<file path="src/rtl/sram_rw_arbiter_if.sv">
// Requester-side bundle for one port of the SRAM RW arbiter: request handshake plus response.
// Latency: none (wiring only).
// Backpressure: req_ready gates acceptance; responses cannot be stalled.
// Ports: req_valid/req_ready handshake, req_we/req_wmask/req_addr/req_wdata request fields,
//        rsp_valid pulse with rsp_rdata.
// The master modport is the requester; the slave modport is the arbiter.
interface sram_rw_arbiter_if #(
    parameter int ADDR_WIDTH = 9,
    parameter int DATA_WIDTH = 32,
    parameter int NUM_WMASKS = 4
);
    logic                  req_valid;
    logic                  req_ready;
    logic                  req_we;
    logic [NUM_WMASKS-1:0] req_wmask;
    logic [ADDR_WIDTH-1:0] req_addr;
    logic [DATA_WIDTH-1:0] req_wdata;
    logic                  rsp_valid;
    logic [DATA_WIDTH-1:0] rsp_rdata;

    modport master (
        output req_valid, req_we, req_wmask, req_addr, req_wdata,
        input  req_ready, rsp_valid, rsp_rdata
    );

    modport slave (
        input  req_valid, req_we, req_wmask, req_addr, req_wdata,
        output req_ready, rsp_valid, rsp_rdata
    );
endinterface

</file>
<file path="src/rtl/sram_rw_arbiter.sv">
// Round-robin arbiter sharing port 0 (RW) of a 32x512 OpenRAM macro between requesters a and b.
// Latency: response (read data or write ack) exactly 2 cycles after acceptance.
// Backpressure: ready goes only to the granted requester; responses cannot be stalled.
// Ports: clk, rst (synchronous, active-high); a, b (sram_rw_arbiter_if.slave);
//        sram_csb0/web0/wmask0/addr0/din0 drive the macro, sram_dout0 is its read data;
//        init_done is high while the arbiter accepts requests.
// Optional feature: define SRAM_ARB_ZERO_INIT_EN to zero the whole macro after every reset
// (512 write cycles) before any request is accepted.
module sram_rw_arbiter #(
    parameter int ADDR_WIDTH = 9,
    parameter int DATA_WIDTH = 32,
    parameter int NUM_WMASKS = 4
) (
    input  logic                  clk,
    input  logic                  rst,
    sram_rw_arbiter_if.slave      a,
    sram_rw_arbiter_if.slave      b,
    output logic                  sram_csb0,
    output logic                  sram_web0,
    output logic [NUM_WMASKS-1:0] sram_wmask0,
    output logic [ADDR_WIDTH-1:0] sram_addr0,
    output logic [DATA_WIDTH-1:0] sram_din0,
    input  logic [DATA_WIDTH-1:0] sram_dout0,
    output logic                  init_done
);

    typedef enum logic {
        ST_INIT,
        ST_RUN
    } state_t;

    state_t state;
    state_t state_nxt;

    logic run;
    logic grant_a;
    logic grant_b;
    logic acc_a;
    logic acc_b;
    logic last_b;     // 1 when b owns the most recent accepted request

    // Response pipeline stage 1: request committed to the macro last cycle.
    logic s1_vld;
    logic s1_own_b;
    logic s1_rd;

`ifdef SRAM_ARB_ZERO_INIT_EN
    // One extra bit so the counter can reach the word count and flag completion.
    localparam logic [ADDR_WIDTH:0] CNT_ONE = 1;
    localparam logic [ADDR_WIDTH:0] CNT_END = {1'b1, {ADDR_WIDTH{1'b0}}};

    logic [ADDR_WIDTH:0] init_cnt;
    logic [ADDR_WIDTH:0] init_cnt_nxt;

    assign init_cnt_nxt = init_cnt + CNT_ONE;

    always_ff @(posedge clk) begin
        if (rst) begin
            init_cnt <= '0;
        end else if (state == ST_INIT) begin
            init_cnt <= init_cnt_nxt;
        end
    end
`endif

    always_ff @(posedge clk) begin
        if (rst) begin
`ifdef SRAM_ARB_ZERO_INIT_EN
            state <= ST_INIT;
`else
            state <= ST_RUN;
`endif
        end else begin
            state <= state_nxt;
        end
    end

    always_comb begin
        state_nxt = state;
`ifdef SRAM_ARB_ZERO_INIT_EN
        // Leave INIT once the write to the last word has been driven.
        if ((state == ST_INIT) && (init_cnt_nxt == CNT_END)) begin
            state_nxt = ST_RUN;
        end
`else
        state_nxt = ST_RUN;
`endif
    end

    // Rst gates everything combinationally so the pins and ready are quiet during
    // the reset cycle itself, before the synchronous reset has taken effect.
    assign run       = (state == ST_RUN) & ~rst;
    assign init_done = run;

    // A wins when alone, or on a tie when b was served last.
    assign grant_a = a.req_valid & (~b.req_valid | last_b);
    assign grant_b = b.req_valid & ~grant_a;

    assign a.req_ready = grant_a & run;
    assign b.req_ready = grant_b & run;
    assign acc_a       = a.req_valid & a.req_ready;
    assign acc_b       = b.req_valid & b.req_ready;

    always_ff @(posedge clk) begin
        if (rst) begin
            last_b <= 1'b1;
        end else if (acc_a) begin
            last_b <= 1'b0;
        end else if (acc_b) begin
            last_b <= 1'b1;
        end
    end

    // Macro port-0 pins are driven in the accept cycle; the macro registers them
    // at the closing posedge.
    always_comb begin
        sram_csb0   = 1'b1;
        sram_web0   = 1'b1;
        sram_wmask0 = '0;
        sram_addr0  = '0;
        sram_din0   = '0;
        if (acc_a) begin
            sram_csb0   = 1'b0;
            sram_web0   = ~a.req_we;
            sram_wmask0 = a.req_wmask;
            sram_addr0  = a.req_addr;
            sram_din0   = a.req_wdata;
        end else if (acc_b) begin
            sram_csb0   = 1'b0;
            sram_web0   = ~b.req_we;
            sram_wmask0 = b.req_wmask;
            sram_addr0  = b.req_addr;
            sram_din0   = b.req_wdata;
        end
`ifdef SRAM_ARB_ZERO_INIT_EN
        else if ((state == ST_INIT) && !rst) begin
            sram_csb0   = 1'b0;
            sram_web0   = 1'b0;
            sram_wmask0 = '1;
            sram_addr0  = init_cnt[ADDR_WIDTH-1:0];
            sram_din0   = '0;
        end
`endif
    end

    always_ff @(posedge clk) begin
        if (rst) begin
            s1_vld   <= 1'b0;
            s1_own_b <= 1'b0;
            s1_rd    <= 1'b0;
        end else begin
            s1_vld   <= acc_a | acc_b;
            s1_own_b <= acc_b;
            s1_rd    <= acc_a ? ~a.req_we : ~b.req_we;
        end
    end

    // Stage 2: the macro read at the mid-cycle negedge, so dout0 is stable here.
    // rdata registers only load on their own response and otherwise hold.
    always_ff @(posedge clk) begin
        if (rst) begin
            a.rsp_valid <= 1'b0;
            b.rsp_valid <= 1'b0;
            a.rsp_rdata <= '0;
            b.rsp_rdata <= '0;
        end else begin
            a.rsp_valid <= s1_vld & ~s1_own_b;
            b.rsp_valid <= s1_vld & s1_own_b;
            if (s1_vld && !s1_own_b) begin
                a.rsp_rdata <= s1_rd ? sram_dout0 : '0;
            end
            if (s1_vld && s1_own_b) begin
                b.rsp_rdata <= s1_rd ? sram_dout0 : '0;
            end
        end
    end

endmodule

</file>
<file path="src/flat_wrapper.sv">
// flat-port wrapper written by rule: the top's interface ports become plain ports
module sram_rw_arbiter_flat 
#(
    parameter int ADDR_WIDTH = 9,
    parameter int DATA_WIDTH = 32,
    parameter int NUM_WMASKS = 4
)
  (clk, rst, sram_csb0, sram_web0, sram_wmask0, sram_addr0, sram_din0, sram_dout0, init_done, a_req_valid, a_req_we, a_req_wmask, a_req_addr, a_req_wdata, a_req_ready, a_rsp_valid, a_rsp_rdata, b_req_valid, b_req_we, b_req_wmask, b_req_addr, b_req_wdata, b_req_ready, b_rsp_valid, b_rsp_rdata);
  sram_rw_arbiter_if #(.ADDR_WIDTH(ADDR_WIDTH), .DATA_WIDTH(DATA_WIDTH), .NUM_WMASKS(NUM_WMASKS)) a_i ();
  sram_rw_arbiter_if #(.ADDR_WIDTH(ADDR_WIDTH), .DATA_WIDTH(DATA_WIDTH), .NUM_WMASKS(NUM_WMASKS)) b_i ();
  input  logic clk;
  input  logic rst;
  output logic sram_csb0;
  output logic sram_web0;
  output logic [NUM_WMASKS-1:0] sram_wmask0;
  output logic [ADDR_WIDTH-1:0] sram_addr0;
  output logic [DATA_WIDTH-1:0] sram_din0;
  input  logic [DATA_WIDTH-1:0] sram_dout0;
  output logic init_done;
  input wire logic [$bits(a_i.req_valid)-1:0] a_req_valid;
  input wire logic [$bits(a_i.req_we)-1:0] a_req_we;
  input wire logic [$bits(a_i.req_wmask)-1:0] a_req_wmask;
  input wire logic [$bits(a_i.req_addr)-1:0] a_req_addr;
  input wire logic [$bits(a_i.req_wdata)-1:0] a_req_wdata;
  output wire logic [$bits(a_i.req_ready)-1:0] a_req_ready;
  output wire logic [$bits(a_i.rsp_valid)-1:0] a_rsp_valid;
  output wire logic [$bits(a_i.rsp_rdata)-1:0] a_rsp_rdata;
  input wire logic [$bits(b_i.req_valid)-1:0] b_req_valid;
  input wire logic [$bits(b_i.req_we)-1:0] b_req_we;
  input wire logic [$bits(b_i.req_wmask)-1:0] b_req_wmask;
  input wire logic [$bits(b_i.req_addr)-1:0] b_req_addr;
  input wire logic [$bits(b_i.req_wdata)-1:0] b_req_wdata;
  output wire logic [$bits(b_i.req_ready)-1:0] b_req_ready;
  output wire logic [$bits(b_i.rsp_valid)-1:0] b_rsp_valid;
  output wire logic [$bits(b_i.rsp_rdata)-1:0] b_rsp_rdata;
  assign a_i.req_valid = a_req_valid;
  assign a_i.req_we = a_req_we;
  assign a_i.req_wmask = a_req_wmask;
  assign a_i.req_addr = a_req_addr;
  assign a_i.req_wdata = a_req_wdata;
  assign a_req_ready = a_i.req_ready;
  assign a_rsp_valid = a_i.rsp_valid;
  assign a_rsp_rdata = a_i.rsp_rdata;
  assign b_i.req_valid = b_req_valid;
  assign b_i.req_we = b_req_we;
  assign b_i.req_wmask = b_req_wmask;
  assign b_i.req_addr = b_req_addr;
  assign b_i.req_wdata = b_req_wdata;
  assign b_req_ready = b_i.req_ready;
  assign b_rsp_valid = b_i.rsp_valid;
  assign b_rsp_rdata = b_i.rsp_rdata;
  sram_rw_arbiter #(.ADDR_WIDTH(ADDR_WIDTH), .DATA_WIDTH(DATA_WIDTH), .NUM_WMASKS(NUM_WMASKS)) u_core (.clk(clk), .rst(rst), .a(a_i), .b(b_i), .sram_csb0(sram_csb0), .sram_web0(sram_web0), .sram_wmask0(sram_wmask0), .sram_addr0(sram_addr0), .sram_din0(sram_din0), .sram_dout0(sram_dout0), .init_done(init_done));
endmodule
</file>
<file path="config.mk">
export PLATFORM = sky130hd
export DESIGN_NAME = sram_rw_arbiter_flat
export DESIGN_NICKNAME = d
export VERILOG_FILES = /design/src/rtl/sram_rw_arbiter_if.sv /design/src/rtl/sram_rw_arbiter.sv /design/src/flat_wrapper.sv
export SDC_FILE = /design/constraint.sdc
export NUM_CORES = 1
export LEC_CHECK = 0
export BUFFER_PORTS_ARGS = -buffer_cell sky130_fd_sc_hd__buf_2
export CORE_ASPECT_RATIO = 1.4
export CORE_UTILIZATION = 37
export DETAILED_ROUTE_END_ITERATION = 16
export PLACE_DENSITY = 0.75
export SETUP_SLACK_MARGIN = 0.5
export SLEW_MARGIN = 20
export SYNTH_ARGS = -nofsm -noshare
export SYNTH_HDL_FRONTEND = slang
export SYNTH_SLANG_ARGS = --single-unit
</file>
<file path="constraint.sdc">
create_clock -name clk -period 1.26 [get_ports clk]
set_clock_uncertainty 0.1 [all_clocks]
set_input_delay 0.252 -clock clk [delete_from_list [all_inputs] [get_ports clk]]
set_output_delay 0.252 -clock clk [all_outputs]
set_load 0.1 [all_outputs]
</file>
==> results of run 1 <==
cells in the mapped netlist:
cell,instances
buf_2,20
and2_1,3
nor2_1,48
nand4_1,32
nand2b_4,1
inv_1,2
a211oi_1,1
o21ai_1,1
nand3_1,33
clkbuf_1,21
dfxtp_1,70
nand2_1,66
buf_4,3
buf_6,7
a21oi_1,64
buf_1,2
nor2b_1,1
a32oi_1,45
nand2b_1,2
a21boi_2,1
nor3b_1,1
and3_1,2
metrics by stage:
| step | setup TNS [ns] | setup slack (ns) | instance area [sq um] | hold WS (ns) |
|---|---|---|---|---|
| 2_1_floorplan | -19.65 | -0.444 | 4380 | 0.247 |
| 3_3_place_gp | -15.36 | -0.366 | 7360 | 0.344 |
| 3_5_place_dp | -17.81 | -0.438 | 7360 | 0.368 |
kinds of logic after synthesis:
group / synth area share, %
compound gates: 22.4
flops: 42.5
buf+inv: 8.95
simple gates: 26.2
==> metrics.yaml, run 1 <==
logic_synthesis:
  ys_types: 22
  syn_inst: 426
  ys_seq_elements: 70
  syn-num-nets: 554
  yosys.area.top_type_share_pct: 42.5
  synth.yosys.seq_area_share_pct: 42.5
  avgSynthCellArea_sq_um: 7.75
  synth_warnings: 0
  syn_area_sq_um: 3300
  synth_largest_area_cell: "dfxtp_1"
  synth_area_leaders: "dfxtp_1 42%, a32oi_1 12%, a21oi_1 9.7%, nand2_1 7.5%, nand4_1 6.1%"
outcome:
  outcome: "stopped before the end"
  error: "[ERROR DPL-0038] Utilization greater than 100%, impossible to legalize"
  stop_stage: "4_1_cts"
place:
  hpwlAfterDp_um: 12200
  dp_cells: 754
  io_buffers: 243
  gp_congestion: 0.889
cts:
  cts_setup_buffers: 44
  cts_hold_buf: 0
  cts-root-buf: "clkbuf_16"
  cts.path.max_buffers: 2
  cts_resized: 149
  cts_sinks: 70
  numCtsBuffers: 9
  htreeDepth: 3
floorplanning:
  die_w_um: 81.8
  io_pins: 244
  start_util_pct: 38.3
  rows: 40
  die_h_um: 114
==> run 2: changes to the inputs <==
--- a/config.mk
+++ b/config.mk
@@ -6,11 +6,10 @@
 export NUM_CORES = 1
 export LEC_CHECK = 0
 export BUFFER_PORTS_ARGS = -buffer_cell sky130_fd_sc_hd__buf_2
-export CORE_ASPECT_RATIO = 1.4
-export CORE_UTILIZATION = 37
+export CORE_AREA = 2 2 94 96
 export DETAILED_ROUTE_END_ITERATION = 16
-export PLACE_DENSITY = 0.75
-export SETUP_SLACK_MARGIN = 0.5
+export DIE_AREA = 0 0 96 98
+export PLACE_DENSITY_LB_ADDON = 0.15
 export SLEW_MARGIN = 20
 export SYNTH_ARGS = -nofsm -noshare
 export SYNTH_HDL_FRONTEND = slang
==> constraint.sdc (replaced) <==
create_clock -name clk -period 1.65 [get_ports clk]
set_clock_uncertainty 0.1 [all_clocks]
set_input_delay 0.33 -clock clk [delete_from_list [all_inputs] [get_ports clk]]
set_output_delay 0.33 -clock clk [all_outputs]
set_load 0.1 [all_outputs]
==> run 2 against run 1 <==
The flow now finishes, with violations (setup timing). Synthesized area did not move. Synthesized cell count stayed put.
==> metrics.yaml, run 2 <==
outcome:
  outcome: "finished with violations"
  failed_checks: "setup timing"
flow_run:
  maxCapViolations: 0
global_routing:
  grt_max_degree: 65
  track_usage_pct: 28.9
  antenna_found_initial: 0
  grt-ovfl-total: 0
  grt_pass1_vias: 4299
  grt_pass1_wl_um: 21400
place:
  place_area_sq_um: 5990  # -19%
  io_buffers: 243  # unchanged
  gp_congestion: 0.839  # -5.7%
  hpwlAfterDp_um: 10000  # -18%
  dp_cells: 756  # +0.27%
  pre_cts_ws_ns: -0.232  # +0.206 ns
floorplanning:
  io_pins: 244  # unchanged
  die_area_sq_um: 9410
  fp.coreArea_sq_um: 8470
  die_w_um: 96  # +17%
  die_h_um: 98  # -14%
  rows: 34  # -15%
  start_util_pct: 39.0  # +0.65 points
setup_path:
  crit_arrival_ns: 1.66
  path_class: "flop to output port"
  endpoint_kind: "output port"
  crit_path_max_fanout: 14
  reg2reg_slack_ns: 0.07
  required_ns: 1.22
  cp-start-kind: "flop"
logic_synthesis:
  ys_seq_elements: 70  # unchanged
  yosys.area.top_type_share_pct: 42.5  # unchanged
  avgSynthCellArea_sq_um: 7.75  # unchanged
  syn_area_sq_um: 3300  # unchanged
  synth_most_common_cell: "dfxtp_1"
  syn-num-nets: 554  # unchanged
  synth_largest_area_cell: "dfxtp_1"
  synth_warnings: 0  # unchanged
  synth.yosys.seq_area_share_pct: 42.5  # unchanged
  synthArstFlopShare_pct: 0  # unchanged
  synth_area_leaders: "dfxtp_1 42%, a32oi_1 12%, a21oi_1 9.7%, nand2_1 7.5%, nand4_1 6.1%"
  synth_ff_type: "dfxtp_1"
  synth-edff-count: 0  # unchanged
  synthTopCellsByCount: "70 x dfxtp_1, 66 x nand2_1, 64 x a21oi_1"
  syn_inst: 426  # unchanged
  ys_types: 22  # unchanged
cts:
  cts.path.max_buffers: 2  # unchanged
  clock_latency_ns: 0.32
  htreeDepth: 3  # unchanged
  numCtsBuffers: 9  # unchanged
  clk_pin_slew_ns: 0.09
  cts_tree: "done"
  cts_hold_buf: 0  # unchanged
  cts_sinks: 70  # unchanged
  cts-root-buf: "clkbuf_8"
pwr:
  power_frac_comb_pct: 39.9
  seq_power_share_pct: 31.6
  p_leak_uw: 0.00270
  p_sw_share_pct: 39.2
  switching_power_uw: 2170
  intPower_uw: 3360
  ir_worst_vdd_mv: 0.506
  power_density_nw_per_um2: 824
  clkPwrFrac_pct: 28.5
route:
  first_pass_iters: 4
  routed_wl_um: 15000
  drc: 0
  vias: 4385
  avgRoutedWirePerCell_um: 19.2
  vias_per_cell: 5.62
  drt_iter0_drc: 137
  antenna_left: 0
finish:
  seq_area_sq_um: 1410
  finalInstanceArea_sq_um: 6710
  diodes: 0
  fillCellCount: 535
  layout_commonest_cell: "buf_2"
  multi_input_area_sq_um: 2410
  final_cell_mix: "192 x buf_2, 68 x dfxtp_1, 66 x nand2_1"
  layout.cells.non_filler: 780
  post-route-util_pct: 79.2
  final_layout_size_suffix_gt1_share_pct: 59.8
  top_regs: "u_core.a.rsp_rdata x32, u_core.b.rsp_rdata x32"
  nets: 795
  area_growth_pct: 103
sta:
  rsz0062_at_grt: "true"
  timing.final.ws_setup_ns: -0.439
  hold_viol_final: 0
  slew_viol_final: 0
  setup_viol: 48
  layout_min_cycle_time_ns: 2.09
  fmax_mhz: 479
  finalCritPeriodShare_pct: 127
  tightestPinTransition_ns: 0.512
  tns_ns: -18.31
  slew_headroom_pct: 66.1
hold_path:
  hp-class: "input pin to flop"
[run 2: timing repair]
action                                 CTS  global route
setup endpoints to repair               49            50
endpoints found under the hold margin    0             0
buffers inserted                         1             0
gates cloned                             3             4
gates resized for setup                 27            16
pin swaps                               23             6
[run 2: metrics by stage]
stage | hold slack, ns | power (uW)
2_1_floorplan | 0.325 | 3130
3_3_place_gp | 0.339 | 3780
3_5_place_dp | 0.343 | 3800
4_1_cts | 0.138 | 5440
5_1_grt | 0.142 | 5690
6_report | 0.144 | 5530
[run 2: logic make-up after synthesis]
| family | share of synthesized area (%) |
|---|---|
| compound gates | 22.4 |
| buf+inv | 8.95 |
| simple gates | 26.2 |
| flops | 42.5 |
[run 2: final cells by class]
| cell class | count | area share (%) |
|---|---|---|
| Sequential cell | 70 | 21.0 |
| Multi-Input combinational cell | 301 | 35.9 |
| Inverter | 2 | 0.168 |
| Clock inverter | 7 | 1.57 |
| Clock buffer | 9 | 1.85 |
| Tap cell | 108 | 2.01 |
| Timing Repair Buffer | 283 | 37.5 |
[run 2: final timing paths]
kind / from / end / cells after the start
setup / recovery: u_core.last_b$_SDFFE_PP1P_ / sram_wmask0[2] / 5
hold / removal: sram_dout0[24] / u_core.a.rsp_rdata[24]$_SDFFE_PP0P_ / 3
setup reg to reg: u_core.last_b$_SDFFE_PP1P_ / u_core.s1_rd$_SDFF_PP0_ / 5
hold reg to reg: u_core.a.rsp_rdata[10]$_SDFFE_PP0P_ / u_core.a.rsp_rdata[10]$_SDFFE_PP0P_ / 2
[run 2: power by group through the flow]
stage / sequential, uW / clock [uW] / combinational, uW
after floorplan: 2000 / 0 / 1130
after global placement: 1790 / 0 / 1990
after detailed placement: 1790 / 0 / 2010
after CTS: 1750 / 1590 / 2100
after global routing: 1750 / 1660 / 2280
final: 1750 / 1570 / 2210
[run 2: per-layer routing]
layer | GRT usage (%) | part of all wire, % | vias to the layer above
met5 | 0 | 0 | -
met4 | 15.1 | 5.6 | 0
met3 | 6.79 | 7.3 | 50
met2 | 49.9 | 52 | 237
met1 | 32.4 | 35 | 2068
li1 | - | - | 2030
[run 2: worst max-delay path: stages (launching register included)]
cell      delay (ns)
dfxtp_4         0.37
nand2b_4        0.20
buf_12          0.18
a32oi_2         0.32
nor2_4          0.07
buf_12          0.17
Note: power is estimated with default switching activity, not from simulation.
==> run 3: changes to the inputs <==
--- a/config.mk
+++ b/config.mk
@@ -6,9 +6,9 @@
 export NUM_CORES = 1
 export LEC_CHECK = 0
 export BUFFER_PORTS_ARGS = -buffer_cell sky130_fd_sc_hd__buf_2
-export CORE_AREA = 2 2 94 96
+export CORE_MARGIN = 5
+export CORE_UTILIZATION = 40
 export DETAILED_ROUTE_END_ITERATION = 16
-export DIE_AREA = 0 0 96 98
 export PLACE_DENSITY_LB_ADDON = 0.15
 export SLEW_MARGIN = 20
 export SYNTH_ARGS = -nofsm -noshare
==> run 3 against run 2 <==
The flow still finishes with violations (setup timing). Largest power group unchanged. Hold slack worse by 0.056 ns. Fmax is 1.3% higher. Count of clock-buffer cells in the layout is 3 higher. Sequential share of layout area is 0.79 points higher. Global-route usage is 2.7 points lower. First-iteration DRC count is 36% higher.
==> metrics.yaml, run 3 (same netlist as run 2, synthesis figures left out) <==
global_routing:
  grt_busiest_layer: "met2"
  track_usage_pct: 26.3  # -2.7 points
  grt-ovfl-total: 0  # unchanged
  grt_pass1_vias: 4198  # -2.3%
  grt_max_degree: 65  # unchanged
  grt_pass1_wl_um: 21100  # -1.1%
  antenna_found_initial: 2  # +2
  gr-usage-met3_pct: 8.37  # +1.6 points
  use_met1_pct: 29.2  # -3.3 points
  grt_use_met2_pct: 44.8  # -5.1 points
sta:
  setup_viol: 48  # unchanged
  hold_viol_final: 0  # unchanged
  layout_min_cycle_time_ns: 2.06  # -0.0264 ns
  slew_viol_final: 0  # unchanged
  finalCritPeriodShare_pct: 125  # -1.6 points
  tightestPinTransition_ns: 0.525  # +0.0129 ns
  rsz0062_at_grt: "true"
  slew_headroom_pct: 65.2  # -0.86 points
  timing.final.ws_setup_ns: -0.412  # +0.0264 ns
  holdWs_ns: 0.0882  # -0.0560 ns
  fmax_mhz: 485  # +1.3%
pwr:
  ir_worst_vdd_mv: 0.623  # +23%
  p_leak_uw: 0.00262  # -3.1%
  power_density_nw_per_um2: 815  # -1.1%
route:
  vias: 4283  # -2.3%
  vias_per_cell: 5.53  # -1.6%
  antenna_left: 0  # unchanged
  routed_wl_um: 14400  # -3.8%
  first_pass_iters: 5  # +1
  drt_iter0_drc: 187  # +36%
  avgRoutedWirePerCell_um: 18.6  # -3.1%
  drc: 0  # unchanged
cts:
  cts_hold_buf: 0  # unchanged
  clock_latency_ns: 0.32  # about the same
  numCtsBuffers: 9  # unchanged
  cts.path.max_buffers: 2  # unchanged
  cts_tree: "done"
  clk_pin_slew_ns: 0.07  # -0.02 ns
  htreeDepth: 3  # unchanged
  cts_sinks: 70  # unchanged
  cts-root-buf: "clkbuf_8"
place:
  dp_cells: 749  # -0.93%
  hpwlAfterDp_um: 10600  # +5.2%
  gp_congestion: 0.829  # -1.1%
  io_buffers: 243  # unchanged
setup_path:
  cp_slowest_cell: "dfxtp_4"
  endpoint_kind: "output port"
  worst_path_largest_cell_delay_ns: 0.36  # about the same
  cp-start-kind: "flop"
  path_cells: "nand2b_4 -> buf_4 -> and3_4 -> o21ai_4 -> buf_12"
  crit_arrival_ns: 1.63  # -0.03 ns
  path_class: "flop to output port"
  crit_family: "simple AND/OR/NAND/NOR gates"
  required_ns: 1.22  # about the same
  crit_path_max_fanout: 5  # -9
  reg2reg_slack_ns: 0.30  # +0.23 ns
  cp.buffers_inverters: 2  # unchanged
finish:
  area_growth_pct: 95.9
  final_layout_size_suffix_gt1_share_pct: 57.3  # -2.6 points
  final_cell_mix: "192 x buf_2, 68 x dfxtp_1, 65 x nand2_1"
  top_regs: "u_core.a.rsp_rdata x32, u_core.b.rsp_rdata x32"
  layout.cells.non_filler: 774  # -0.77%
  layout_commonest_cell: "buf_2"
  nets: 790  # -0.63%
  fillCellCount: 541  # +1.1%
floorplanning:
  rows: 33  # -2.9%
  die_area_sq_um: 10200  # +8.0%
  fp.coreArea_sq_um: 8130  # -3.9%
  die_w_um: 101  # +5.0%
  io_pins: 244  # unchanged
  start_util_pct: 40.6  # +1.6 points
  die_h_um: 101  # +2.9%
outcome:
  failed_checks: "setup timing"
  outcome: "finished with violations"
flow_run:
  maxCapViolations: 0  # unchanged
hold_path:
  hp-class: "input pin to flop"
run 3: changes by cell type in the layout (fill, tap and decap cells not counted), sizes merged:
cell / before / now
bufbuf: 1 / 0
inv: 4 / 2
clkinv: 1 / 0
clkbuf: 13 / 15
diode: 0 / 2
buf: 278 / 275
bufinv: 2 / 1
clkinvlp: 2 / 3
run 3: area by class of cell:
| type | instances | area, sq um | share of cell area, % |
|---|---|---|---|
| timing repair buffer | 278 | 2410 | 37.2 |
| clock buffer | 12 | 155 | 2.40 |
| inverter | 2 | 11.3 | 0.174 |
| sequential | 70 | 1410 | 21.8 |
| clock inverter | 4 | 53.8 | 0.832 |
| tap | 105 | 131 | 2.03 |
| multi-input combinational | 301 | 2290 | 35.5 |
| antenna | 2 | 5.00 | 0.0774 |
run 3: per-stage QoR:
step	worst slack (ns)	TNS [ns]	instance area (sq um)	util (%)	power [uW]
2_1_floorplan	-0.155	-5.75	3950	-	3130
5_1_grt	-0.473	-19.26	6460	79.5	5460
3_3_place_gp	-0.151	-5.42	5960	73.2	3760
3_5_place_dp	-0.223	-7.45	5960	73.2	3790
6_report	-0.412	-16.12	6460	79.5	5270
4_1_cts	-0.382	-16.75	6280	77.2	5230
run 3: worst paths after layout:
check | cells after the start | endpoint | from
setup reg to reg | 5 | u_core.s1_rd$_SDFF_PP0_ | u_core.last_b$_SDFFE_PP1P_
setup / recovery | 5 | sram_web0 | u_core.last_b$_SDFFE_PP1P_
hold / removal | 2 | u_core.s1_rd$_SDFF_PP0_ | b_req_we
hold reg to reg | 2 | u_core.a.rsp_rdata[29]$_SDFFE_PP0P_ | u_core.a.rsp_rdata[29]$_SDFFE_PP0P_
run 3: where the power goes:
part	leakage (uW)	switching [uW]	internal, uW
Clock	0.0000992	625	787
Combinational	0.00195	1390	714
Sequential	0.000567	23.2	1730
Total	0.00262	2040	3230
run 3: worst reg2reg max path: stages, from the launching register on:
cell	delay (ns)
dfxtp_4	0.37
nand2b_4	0.18
buf_4	0.17
nand2_2	0.08
buf_4	0.16
a211oi_1	0.21
run 3: what timing repair did:
action	4_1_cts	5_1_grt
endpoints found under the hold margin	0	0
pin swaps	27	15
resized for setup	14	11
buffers inserted	3	0
gates cloned	1	3
setup endpoints to repair	48	48
run 3: metal layers:
| metal | wire length, um | vias up |
|---|---|---|
| met5 | 0 | - |
| met4 | 604 | 0 |
| met3 | 1360 | 36 |
| met2 | 7240 | 232 |
| met1 | 5190 | 1995 |
| li1 | - | 2020 |
